`config.mk`:
```
export PLATFORM = sky130hd
export DESIGN_NAME = player_shot_controller
export DESIGN_NICKNAME = d
export VERILOG_FILES = /design/src/rtl/space_inv_pkg.sv /design/src/rtl/fire_sync_edge.sv /design/src/rtl/player_shot_controller.sv
export SDC_FILE = /design/constraint.sdc
export NUM_CORES = 1
export LEC_CHECK = 0
export ABC_AREA = 1
export BUFFER_PORTS_ARGS = -buffer_cell sky130_fd_sc_hd__clkbuf_2
export CAP_MARGIN = 10
export CORE_MARGIN = 2
export CORE_UTILIZATION = 55
export CTS_BUF_LIST = sky130_fd_sc_hd__clkbuf_8
export CTS_CLUSTER_SIZE = 28
export DETAILED_ROUTE_END_ITERATION = 10
export PLACE_DENSITY = 0.8
export REMOVE_ABC_BUFFERS = 1
export SLEW_MARGIN = 20
export SYNTH_ARGS = -nofsm -noshare
export SYNTH_HDL_FRONTEND = slang
export SYNTH_HIERARCHICAL = 1
export SYNTH_SLANG_ARGS = --single-unit
```
`constraint.sdc`:
```
create_clock -name clk -period 5.9 [get_ports clk]
set_input_delay 0.885 -clock clk [delete_from_list [all_inputs] [get_ports clk]]
set_output_delay 0.885 -clock clk [all_outputs]
set_load 0.01 [all_outputs]
```
`src/rtl/space_inv_pkg.sv`:
```
// rtl/space_inv_pkg.sv - shared widths and shot FSM state encoding
package space_inv_pkg;

  localparam int COORD_W = 11;
  localparam int RGB_W   = 12;

  typedef enum logic [1:0] {
    IDLE     = 2'd0,
    LAUNCH   = 2'd1,
    FLYING   = 2'd2,
    COOLDOWN = 2'd3
  } shot_state_e;

endpackage

```
`src/rtl/fire_sync_edge.sv`:
```
// rtl/fire_sync_edge.sv - fire button 2-FF synchronizer and rising-edge pulse
module fire_sync_edge (
  input  logic clk,
  input  logic reset,
  input  logic hold_i,
  input  logic fire_i,
  output logic edge_o
);

  logic sync1_q;
  logic sync2_q;
  logic prev_q;
  logic pulse_q;

  // Synchronizer and history always sample so an edge completing under hold is consumed, not deferred
  always_ff @(posedge clk or posedge reset) begin
    if (reset) begin
      sync1_q <= 1'b0;
      sync2_q <= 1'b0;
      prev_q  <= 1'b0;
      pulse_q <= 1'b0;
    end else begin
      sync1_q <= fire_i;
      sync2_q <= sync1_q;
      prev_q  <= sync2_q;
      pulse_q <= sync2_q & ~prev_q & ~hold_i;
    end
  end

  assign edge_o = pulse_q;

endmodule

```
`src/rtl/player_shot_controller.sv`:
```
// rtl/player_shot_controller.sv - player laser shot FSM, mover and draw path; SHOT_COOLDOWN_EN enables tick-timed cooldown
module player_shot_controller
  import space_inv_pkg::*;
#(
  parameter int          SHOT_W         = 2,
  parameter int          SHOT_H         = 8,
  parameter int          SHOT_VELOCITY  = 4,
  parameter int          MOVE_INTERVAL  = 200000,
  parameter int          Y_TOP          = 16,
  parameter int          COOLDOWN_TICKS = 8,
  parameter logic [11:0] SHOT_RGB       = 12'hFF0
) (
  input  logic                 clk,
  input  logic                 reset,
  input  logic                 pause,
  input  logic                 freeze,
  input  logic                 fire,
  input  logic [COORD_W-1:0]   player_x,
  input  logic [COORD_W-1:0]   player_y,
  input  logic                 shot_hit,
  input  logic [COORD_W-1:0]   pixel_x,
  input  logic [COORD_W-1:0]   pixel_y,
  output logic                 shot_active,
  output logic [COORD_W-1:0]   shot_x,
  output logic [COORD_W-1:0]   shot_y,
  output logic                 shot_on,
  output logic [RGB_W-1:0]     shot_rgb,
  output logic [15:0]          shots_fired
);

  localparam int TICK_W = $clog2(MOVE_INTERVAL + 1);
  localparam logic [TICK_W-1:0]  TICK_MAX   = TICK_W'(MOVE_INTERVAL);
  localparam logic [COORD_W-1:0] HALF_W     = COORD_W'(SHOT_W / 2);
  localparam logic [COORD_W-1:0] SH         = COORD_W'(SHOT_H);
  localparam logic [COORD_W-1:0] VEL        = COORD_W'(SHOT_VELOCITY);
  localparam logic [COORD_W-1:0] YTOP       = COORD_W'(Y_TOP);
  // Lowest player_y whose shot tip still lands on or below the top border
  localparam logic [COORD_W-1:0] LAUNCH_MIN = COORD_W'(Y_TOP + SHOT_H);
  // A shot above this line would cross the border on its next move
  localparam logic [COORD_W-1:0] RETIRE_Y   = COORD_W'(Y_TOP + SHOT_VELOCITY);

  shot_state_e          state_q, state_d;
  logic [COORD_W-1:0]   shot_x_q, shot_x_d;
  logic [COORD_W-1:0]   shot_y_q, shot_y_d;
  logic [15:0]          fired_q, fired_d;
  logic [TICK_W-1:0]    tick_cnt_q, tick_cnt_d;
  logic                 tick;
  logic                 fire_edge;

  logic                 hit_q;
  logic                 shot_on_q;
  logic [RGB_W-1:0]     shot_rgb_q;
  logic [COORD_W:0]     x_end;
  logic [COORD_W:0]     y_end;

`ifdef SHOT_COOLDOWN_EN
  localparam int CD_W = (COOLDOWN_TICKS > 1) ? $clog2(COOLDOWN_TICKS) : 1;
  localparam logic [CD_W-1:0] CD_MAX = CD_W'(COOLDOWN_TICKS - 1);
  logic [CD_W-1:0] cool_cnt_q, cool_cnt_d;
`else
  logic unused_cooldown_cfg;
  assign unused_cooldown_cfg = ^COOLDOWN_TICKS;
`endif

  fire_sync_edge u_fire_sync_edge (
    .clk    (clk),
    .reset  (reset),
    .hold_i (pause),
    .fire_i (fire),
    .edge_o (fire_edge)
  );

  assign tick = (tick_cnt_q == TICK_MAX);

  // Control state register; asynchronous reset kills any shot in flight immediately
  always_ff @(posedge clk or posedge reset) begin
    if (reset) begin
      state_q    <= IDLE;
      shot_x_q   <= '0;
      shot_y_q   <= '0;
      fired_q    <= '0;
      tick_cnt_q <= '0;
`ifdef SHOT_COOLDOWN_EN
      cool_cnt_q <= '0;
`endif
    end else begin
      state_q    <= state_d;
      shot_x_q   <= shot_x_d;
      shot_y_q   <= shot_y_d;
      fired_q    <= fired_d;
      tick_cnt_q <= tick_cnt_d;
`ifdef SHOT_COOLDOWN_EN
      cool_cnt_q <= cool_cnt_d;
`endif
    end
  end

  // Next-state: launch, move, retire; everything holds while paused
  always_comb begin
    state_d    = state_q;
    shot_x_d   = shot_x_q;
    shot_y_d   = shot_y_q;
    fired_d    = fired_q;
    tick_cnt_d = tick_cnt_q;
`ifdef SHOT_COOLDOWN_EN
    cool_cnt_d = cool_cnt_q;
`endif
    if (!pause) begin
      tick_cnt_d = tick ? '0 : tick_cnt_q + TICK_W'(1);
      case (state_q)
        IDLE: begin
          if (fire_edge && !freeze) begin
            state_d  = LAUNCH;
            shot_x_d = player_x - HALF_W;
            shot_y_d = (player_y >= LAUNCH_MIN) ? (player_y - SH) : YTOP;
            fired_d  = fired_q + 16'd1;
          end
        end
        LAUNCH: state_d = FLYING;
        FLYING: begin
          // A hit beats a coincident move tick, so the position stays where the hit occurred
          if (shot_hit || freeze) begin
            state_d = COOLDOWN;
          end else if (tick) begin
            if (shot_y_q < RETIRE_Y) begin
              state_d = COOLDOWN;
            end else begin
              shot_y_d = shot_y_q - VEL;
            end
          end
        end
        COOLDOWN: begin
`ifdef SHOT_COOLDOWN_EN
          if (tick) begin
            if (cool_cnt_q == CD_MAX) begin
              cool_cnt_d = '0;
              state_d    = IDLE;
            end else begin
              cool_cnt_d = cool_cnt_q + CD_W'(1);
            end
          end
`else
          state_d = IDLE;
`endif
        end
        default: state_d = IDLE;
      endcase
    end
  end

  assign x_end = {1'b0, shot_x_q} + (COORD_W + 1)'(SHOT_W);
  assign y_end = {1'b0, shot_y_q} + (COORD_W + 1)'(SHOT_H);

  // Two-stage draw pipeline to line up with alien_on; keeps running during pause
  always_ff @(posedge clk or posedge reset) begin
    if (reset) begin
      hit_q      <= 1'b0;
      shot_on_q  <= 1'b0;
      shot_rgb_q <= '0;
    end else begin
      hit_q      <= shot_active
                    && (pixel_x >= shot_x_q) && ({1'b0, pixel_x} < x_end)
                    && (pixel_y >= shot_y_q) && ({1'b0, pixel_y} < y_end);
      shot_on_q  <= hit_q;
      shot_rgb_q <= hit_q ? SHOT_RGB : '0;
    end
  end

  assign shot_active = (state_q == FLYING);
  assign shot_x      = shot_x_q;
  assign shot_y      = shot_y_q;
  assign shot_on     = shot_on_q;
  assign shot_rgb    = shot_rgb_q;
  assign shots_fired = fired_q;

endmodule

```
==> summary.md, run 1 <==
| Metric | Value |
|---|---|
| Run status | finished, final reports clean |
| Port Buffer Count | 97 |
| Mapped Area | 5141 µm² |
| Setup ws final | 3.482 ns |
| Critical path's largest stage delay | 0.49 ns |
| Post-CTS Setup Inserts | 0 |
| Top-count cell post-synth | nand2_1 |
| Dpl hpwl | 9191 µm |
| H-tree level count | 3 |
| RSZ-0062 raised after global routing | false |
| Synth top area cells | dfrtp_1 (31%), nand2_1 (14%), ha_1 (13%), inv_1 (6.8%), nor2_1 (5.8%) |
| Clock power share | 0.162 |
| Final min period | 2.418 ns |
| Crit path DAT | 1.53 ns |
| DRC | 0 |
| Antenna-violating nets left | 0 |
| Cts hold-fix bufs | 0 |
| Async SR Flop Fraction | 1.000 |
| Clock skew | 0.01011 ns |
| Final WL | 11410 µm |
| Chip Height | 100.7 µm |
| Core Region | 9153 µm² |
| RR Startpoint | state_q[0] |
| Rel. slew slack | 0.4881 |
| First-pass GRT wire length | 19740 µm |
| Library cells used by synthesis | 39 |
| Post-synth top area share | 0.3115 |
| Critical Path RT | 5.02 ns |
| I/O pins | 102 |
| Switching pwr | 1023 µW |
| P&R area growth vs syn | 13.80% |
| Fillers | 837 |
| Family with the most delay on the worst path | adder cells |
| Worst IR Drop VDD | 0.2244 mV |
| Clk_lat worst skew | 0.34 ns |
| Pint | 1201 µW |
| R2r setup slk | 3.57 ns |
| Placed cell count | 905 |
| Synthesis-stage register bit count | 64 |
| MaxCap Viol Count | 0 |
| Number of buffers created by CTS | 9 |
| Core Rows | 35 |
| Final Slew Violations | 0 |
| Post_cts resized | 0 |
| Pre-CTS WS | 3.268 ns |
| CTS tree | yes |
| Initial DRT Pass Iterations | 6 |
| Crit path buf inv count | 2 |
| Crit Reg-Reg Endpoint | shot_y[0] |
| Hold Path Stages | 0 |
| Sequential Power Share | 0.336 |
| Maximum clock frequency | 0.4135 GHz |
| Largest net degree at the start of global routing | 61 |
| Critical path type | register to primary output |
| Sw Share | 0.4601 |
| Number of warnings issued by yosys | 6 |
| Largest area contributor in the netlist | dfrtp_1 |
| Fin crit share | 0.4099 |
| Min-delay src | u_fire_sync_edge/sync1_q |
| Mapped Cells | 711 |
| Starting density of the core | 0.5617 |
| Finished Layout Cells | 920 |
| Main synth FF type | dfrtp_1 |
| Synthesized area per cell | 7.231 µm² |
| DRT iter0 DRCs | 161 |
| Fin. Hold Viols | 0 |
| Critical Path End Type | primary output |
| Initial antenna violation count | 0 |
| Die ar. | 10140 µm² |
| Worst path slowest cell | ha_1 |
| # setup viols final | 0 |
| Placer Congestion | 0.9507 |
| Worst-case clock buffer depth | 2 |
| EDFF count, synth | 0 |
| Sequential area share after synthesis | 0.3115 |
| DR vias/cell | 5.198 |
| ANT cells | 0 |
| Post-synth top cells | nand2_1 (187), inv_1 (93), nor2_1 (80), dfrtp_1 (64), ha_1 (55) |
| Clk sinks | 64 |
| Worst R2R Path Depth | 8 |
| Overall Global Routing Usage | 0.2406 |
| Element type at the critical path start | register |
| Die W | 100.7 µm |
| Worst Hold Path EP | u_fire_sync_edge/sync2_q |
| DR vias | 4782 |
| Fin Hold WS | 0.3620 ns |
| Root buf cell | clkbuf_8 |
| GRT Residual Overflow | 0 |
| Net count, final | 910 |
| Worst min path class | register to register |
| Drt wl/cell | 12.41 µm |
| Critical path, cell by cell | inv_1, ha_1, clkbuf_2 |
| Comb power frac | 0.501 |
| Setup_tns | 0 ns |
| Pleak | 0.003216 µW |
| Fraction of layout cells with a size suffix above 1 | 0.1693 |
| Least-Margin Pin Slew | 0.7650 ns |
| PwrDens | 380.1 nW/µm² |
| Vias in the first global route | 4602 |
| Crit-path max FO | 12 |
| Reg clk slew, reported paths | 0.07 ns |
-- power by group through the flow --
| stage | combinational (µW) | sequential (µW) | clock, µW |
|---|---|---|---|
| 3_3_place_gp | 1070 | 746 | 0 |
| 4_1_cts | 1120 | 746 | 368 |
| 6_report | 1120 | 748 | 361 |
| 5_1_grt | 1300 | 772 | 383 |
| 3_5_place_dp | 1120 | 753 | 0 |
| 2_1_floorplan | 757 | 754 | 0 |
-- worst reg2reg max path, cell delays in order (launching register included) --
cell and delay (ns):
dfrtp_1 0.38, inv_1 0.10, ha_1 0.49, nor2_1 0.10
nor2_1 0.62, inv_1 0.17, nor3_1 0.27, nand2_1 0.09
nand2_1 0.06
-- cells in the final DEF, fill, tap and decap left out, types with 3 or more instances in the layout --
cell type | Yosys | layout
nand2_1 | 187 | 187
clkbuf_2 | 0 | 97
inv_1 | 93 | 92
nor2_1 | 80 | 80
dfrtp_1 | 64 | 64
ha_1 | 55 | 55
nand3_1 | 49 | 49
o21ai_0 | 41 | 41
xor2_1 | 26 | 26
a21oi_1 | 17 | 17
nor3_1 | 16 | 16
xnor2_1 | 15 | 15
clkbuf_8 | 0 | 13
nand4_1 | 11 | 11
nor2_2 | 5 | 5
nand3b_1 | 4 | 4
nand3_2 | 4 | 4
conb_1 | 1 | 4
inv_2 | 2 | 3
nand2_4 | 3 | 3
-- worst max-delay path by stage --
stage                     slack [ns]        from          end  cells after the start
after floorplan                 3.53       reset        hit_q                      1
after global placement          3.36       pause    shot_y[0]                      8
after detailed placement        3.27       pause    shot_y[0]                      8
after CTS                       3.44  state_q[0]  shot_active                      3
after global routing            3.24  state_q[0]    shot_y[0]                      8
final                           3.48  state_q[0]  shot_active                      3
-- flip-flops by register name (all words and copies together), names as in the netlist --
signal	flops
u_fire_sync_edge/edge_o	1
state_q	2
hit_q	1
shot_y	11
tick_cnt_q	18
shot_rgb	1
u_fire_sync_edge/sync1_q	1
shots_fired	16
u_fire_sync_edge/prev_q	1
shot_x	11
u_fire_sync_edge/sync2_q	1
-- through the flow --
| step | instance area, µm² | power, µW | util |
|---|---|---|---|
| 4_1_cts | 5851 | 2239 | 0.6392 |
| 6_report | 5851 | 2224 | 0.6392 |
| 5_1_grt | 5851 | 2457 | 0.6392 |
| 2_1_floorplan | 5027 | 1511 | - |
| 3_5_place_dp | 5659 | 1870 | 0.6183 |
| 3_3_place_gp | 5659 | 1814 | 0.6183 |
-- area by class of cell --
cell class,instances,area (µm²),share of cell area
Timing Repair Buffer,98,493.0,0.08426
Sequential cell,64,1602,0.2737
Tap cell,111,138.9,0.02374
Inverter,96,360.3,0.06159
Clock buffer,13,178.9,0.03058
Clock inverter,2,12.51,0.002139
Multi-Input combinational cell,536,3065,0.5240
-- metal layers --
layer | vias to the layer above | track usage | part of all wire
met5 | - | 0 | 0
met4 | 0 | 0.08114 | 0.013
met3 | 13 | 0.03675 | 0.048
met2 | 127 | 0.4190 | 0.50
met1 | 2186 | 0.3048 | 0.44
li1 | 2456 | - | -
-- cell families (layout without fill, tap and decap cells) --
| kind of cell | count (synthesis) | after routing | synth area share |
|---|---|---|---|
| simple gates | 370 | 370 | 0.3217 |
| buf+inv | 114 | 209 | 0.09443 |
| compound gates | 66 | 66 | 0.06790 |
| flops | 64 | 64 | 0.3115 |
| fa+ha+maj | 55 | 55 | 0.1339 |
| xor+xnor | 41 | 41 | 0.06985 |
| other cells | 1 | 4 | 0.0007294 |
Note: power is estimated with default switching activity, not from simulation.
==> run 2: changes to the inputs <==
CORE_UTILIZATION = 52   (was 55)
PLACE_DENSITY = 0.79   (was 0.8)
clock period = 2.2 ns   (was 5.9 ns; I/O delays follow)
==> run 2 against run 1 <==
First-iteration DRC count is 45% higher. Routed wire length grew 2.5%. Sequential power rose to 2.6 times the previous value. Critical path type is now register to register. Largest cell class unchanged. Largest power group unchanged.
==> summary.md, run 2 (same netlist as run 1, synthesis figures left out) <==
| Metric | Value |
|---|---|
| DRT iter0 DRCs | 233 |
| Element type at the critical path start | register |
| First-pass GRT wire length | 19110 µm |
| Fillers | 856 |
| Drt wl/cell | 12.35 µm |
| Min-delay src | fire |
| Worst IR Drop VDD | 0.3993 mV |
| Critical Path RT | 2.48 ns |
| Worst R2R Path Depth | 12 |
| Final WL | 11700 µm |
| Antenna-violating nets left | 0 |
| Critical path type | register to register |
| Number of buffers created by CTS | 9 |
| DR vias | 4863 |
| Final Slew Violations | 0 |
| Worst path slowest cell | dfrtp_1 |
| Pleak | 0.003260 µW |
| Starting density of the core | 0.5309 |
| Vias in the first global route | 4476 |
| Core Rows | 36 |
| Largest register FFs | 18 |
| Placer Congestion | 0.8833 |
| Crit-path max FO | 5 |
| Reg clk slew, reported paths | 0.07 ns |
| H-tree level count | 3 |
| Clock skew | 0.01180 ns |
| Dpl hpwl | 9367 µm |
| Commonest non-fill, non-tap cells in the layout | nand2_1 (187), clkbuf_2 (97), inv_1 (92) |
| Net count, final | 916 |
| Initial DRT Pass Iterations | 8 |
| Core Util, Final | 0.6156 |
| Hold Path Stages | 1 |
| DRC | 0 |
| Crit Reg-Reg Endpoint | hit_q |
| Crit path DAT | 2.32 ns |
| Rel. slew slack | 0.6505 |
| Core Region | 9684 µm² |
| # setup viols final | 0 |
| Fin crit share | 0.9252 |
| Worst min path class | input port to register |
| Initial antenna violation count | 0 |
| Die W | 103.4 µm |
| Chip Height | 103.4 µm |
| Least-Margin Pin Slew | 0.5234 ns |
| Multi-input gate area in the final layout | 3073 µm² |
| CTS tree | yes |
| Die ar. | 10700 µm² |
| Family with the most delay on the worst path | simple AND/OR/NAND/NOR gates |
| Worst-case clock buffer depth | 2 |
| Critical path's largest stage delay | 0.42 ns |
| Final min period | 2.036 ns |
| Clk_lat worst skew | 0.35 ns |
| Worst Hold Path EP | u_fire_sync_edge/sync1_q |
| Run status | finished, final reports clean |
| RR Startpoint | shot_x[3] |
| Reg with most FFs | tick_cnt_q |
| Critical Path End Type | register |
| ANT cells | 0 |
| DR vias/cell | 5.135 |
| Maximum clock frequency | 0.4913 GHz |
| Root buf cell | clkbuf_8 |
| PwrDens | 1035 nW/µm² |
| Setup ws final | 0.1645 ns |
| Fin. Hold Viols | 0 |
| Reg area | 1602 µm² |
| P&R area growth vs syn | 15.96% |
| Largest net degree at the start of global routing | 38 |
| Fin Hold WS | 0.08965 ns |
| Crit path buf inv count | 1 |
| MaxCap Viol Count | 0 |
| Pre-CTS WS | 0.1103 ns |
| Clk sinks | 64 |
| Overall Global Routing Usage | 0.2240 |
| GRT Residual Overflow | 0 |
| Fraction of layout cells with a size suffix above 1 | 0.1757 |
| Critical path, cell by cell | inv_1, nor3_2, nand3_1, nor2_2, nand3_1, xor2_1, ha_1, nand2_1, nor2_1, nor2_1, nand3_1, nor2_1 |
| I/O pins | 102 |
| Port Buffer Count | 97 |
| Most common cell after layout, fill and taps aside | nand2_1 |
| R2r setup slk | 0.16 ns |
run 2: repair_timing:
| action | 4_1_cts | 5_1_grt |
|---|---|---|
| endpoints found under the hold margin | 4 | 0 |
| setup buffers | 0 | 1 |
| endpoints found under the setup margin | 0 | 1 |
| hold buffers | 1 | 0 |
| gates resized for setup | 0 | 2 |
run 2: worst max-delay path by stage:
| stage | from | end | slack (ns) | depth (start not counted) |
|---|---|---|---|---|
| final | shot_x[3] | hit_q | 0.16 | 12 |
| after global routing | shot_x[3] | hit_q | -0.04 | 12 |
| after CTS | shot_x[1] | hit_q | 0.09 | 12 |
| after detailed placement | shot_x[1] | hit_q | 0.11 | 12 |
| after global placement | shot_x[1] | hit_q | 0.18 | 12 |
| after floorplan | state_q[0] | shot_y[0] | 0.24 | 8 |
run 2: layout make-up:
cell class | count | area share
multi-input cells | 536 | 0.5154
flip-flops and latches | 64 | 0.2686
repair buffers | 104 | 0.09276
inverters | 96 | 0.06044
well taps | 133 | 0.02791
clock buffers | 10 | 0.02308
clock inverters | 4 | 0.01175
run 2: routing by layer:
| layer | GRT usage | wire (µm) |
|---|---|---|
| met4 | 0.1043 | 238 |
| met2 | 0.3990 | 5882 |
| met3 | 0.02957 | 486 |
| met1 | 0.2671 | 5093 |
| met5 | 0 | 0 |
run 2: power by group:
part	leakage [µW]	internal (µW)	switching [µW]
Combinational	0.00236	1220	1880
Clock	0.000108	652	444
Sequential	0.000790	1520	454
run 2: per-stage QoR:
| step | TNS (ns) | std cells | area, µm² | power [µW] |
|---|---|---|---|---|
| final | 0 | 947 | 5962 | 6170 |
| after CTS | 0 | 946 | 5947 | 6174 |
| after global placement | 0 | 931 | 5729 | 4912 |
| after detailed placement | 0 | 931 | 5729 | 5049 |
| after global routing | -0.03529 | 947 | 5962 | 6776 |
| after floorplan | 0 | 696 | 5027 | 4053 |
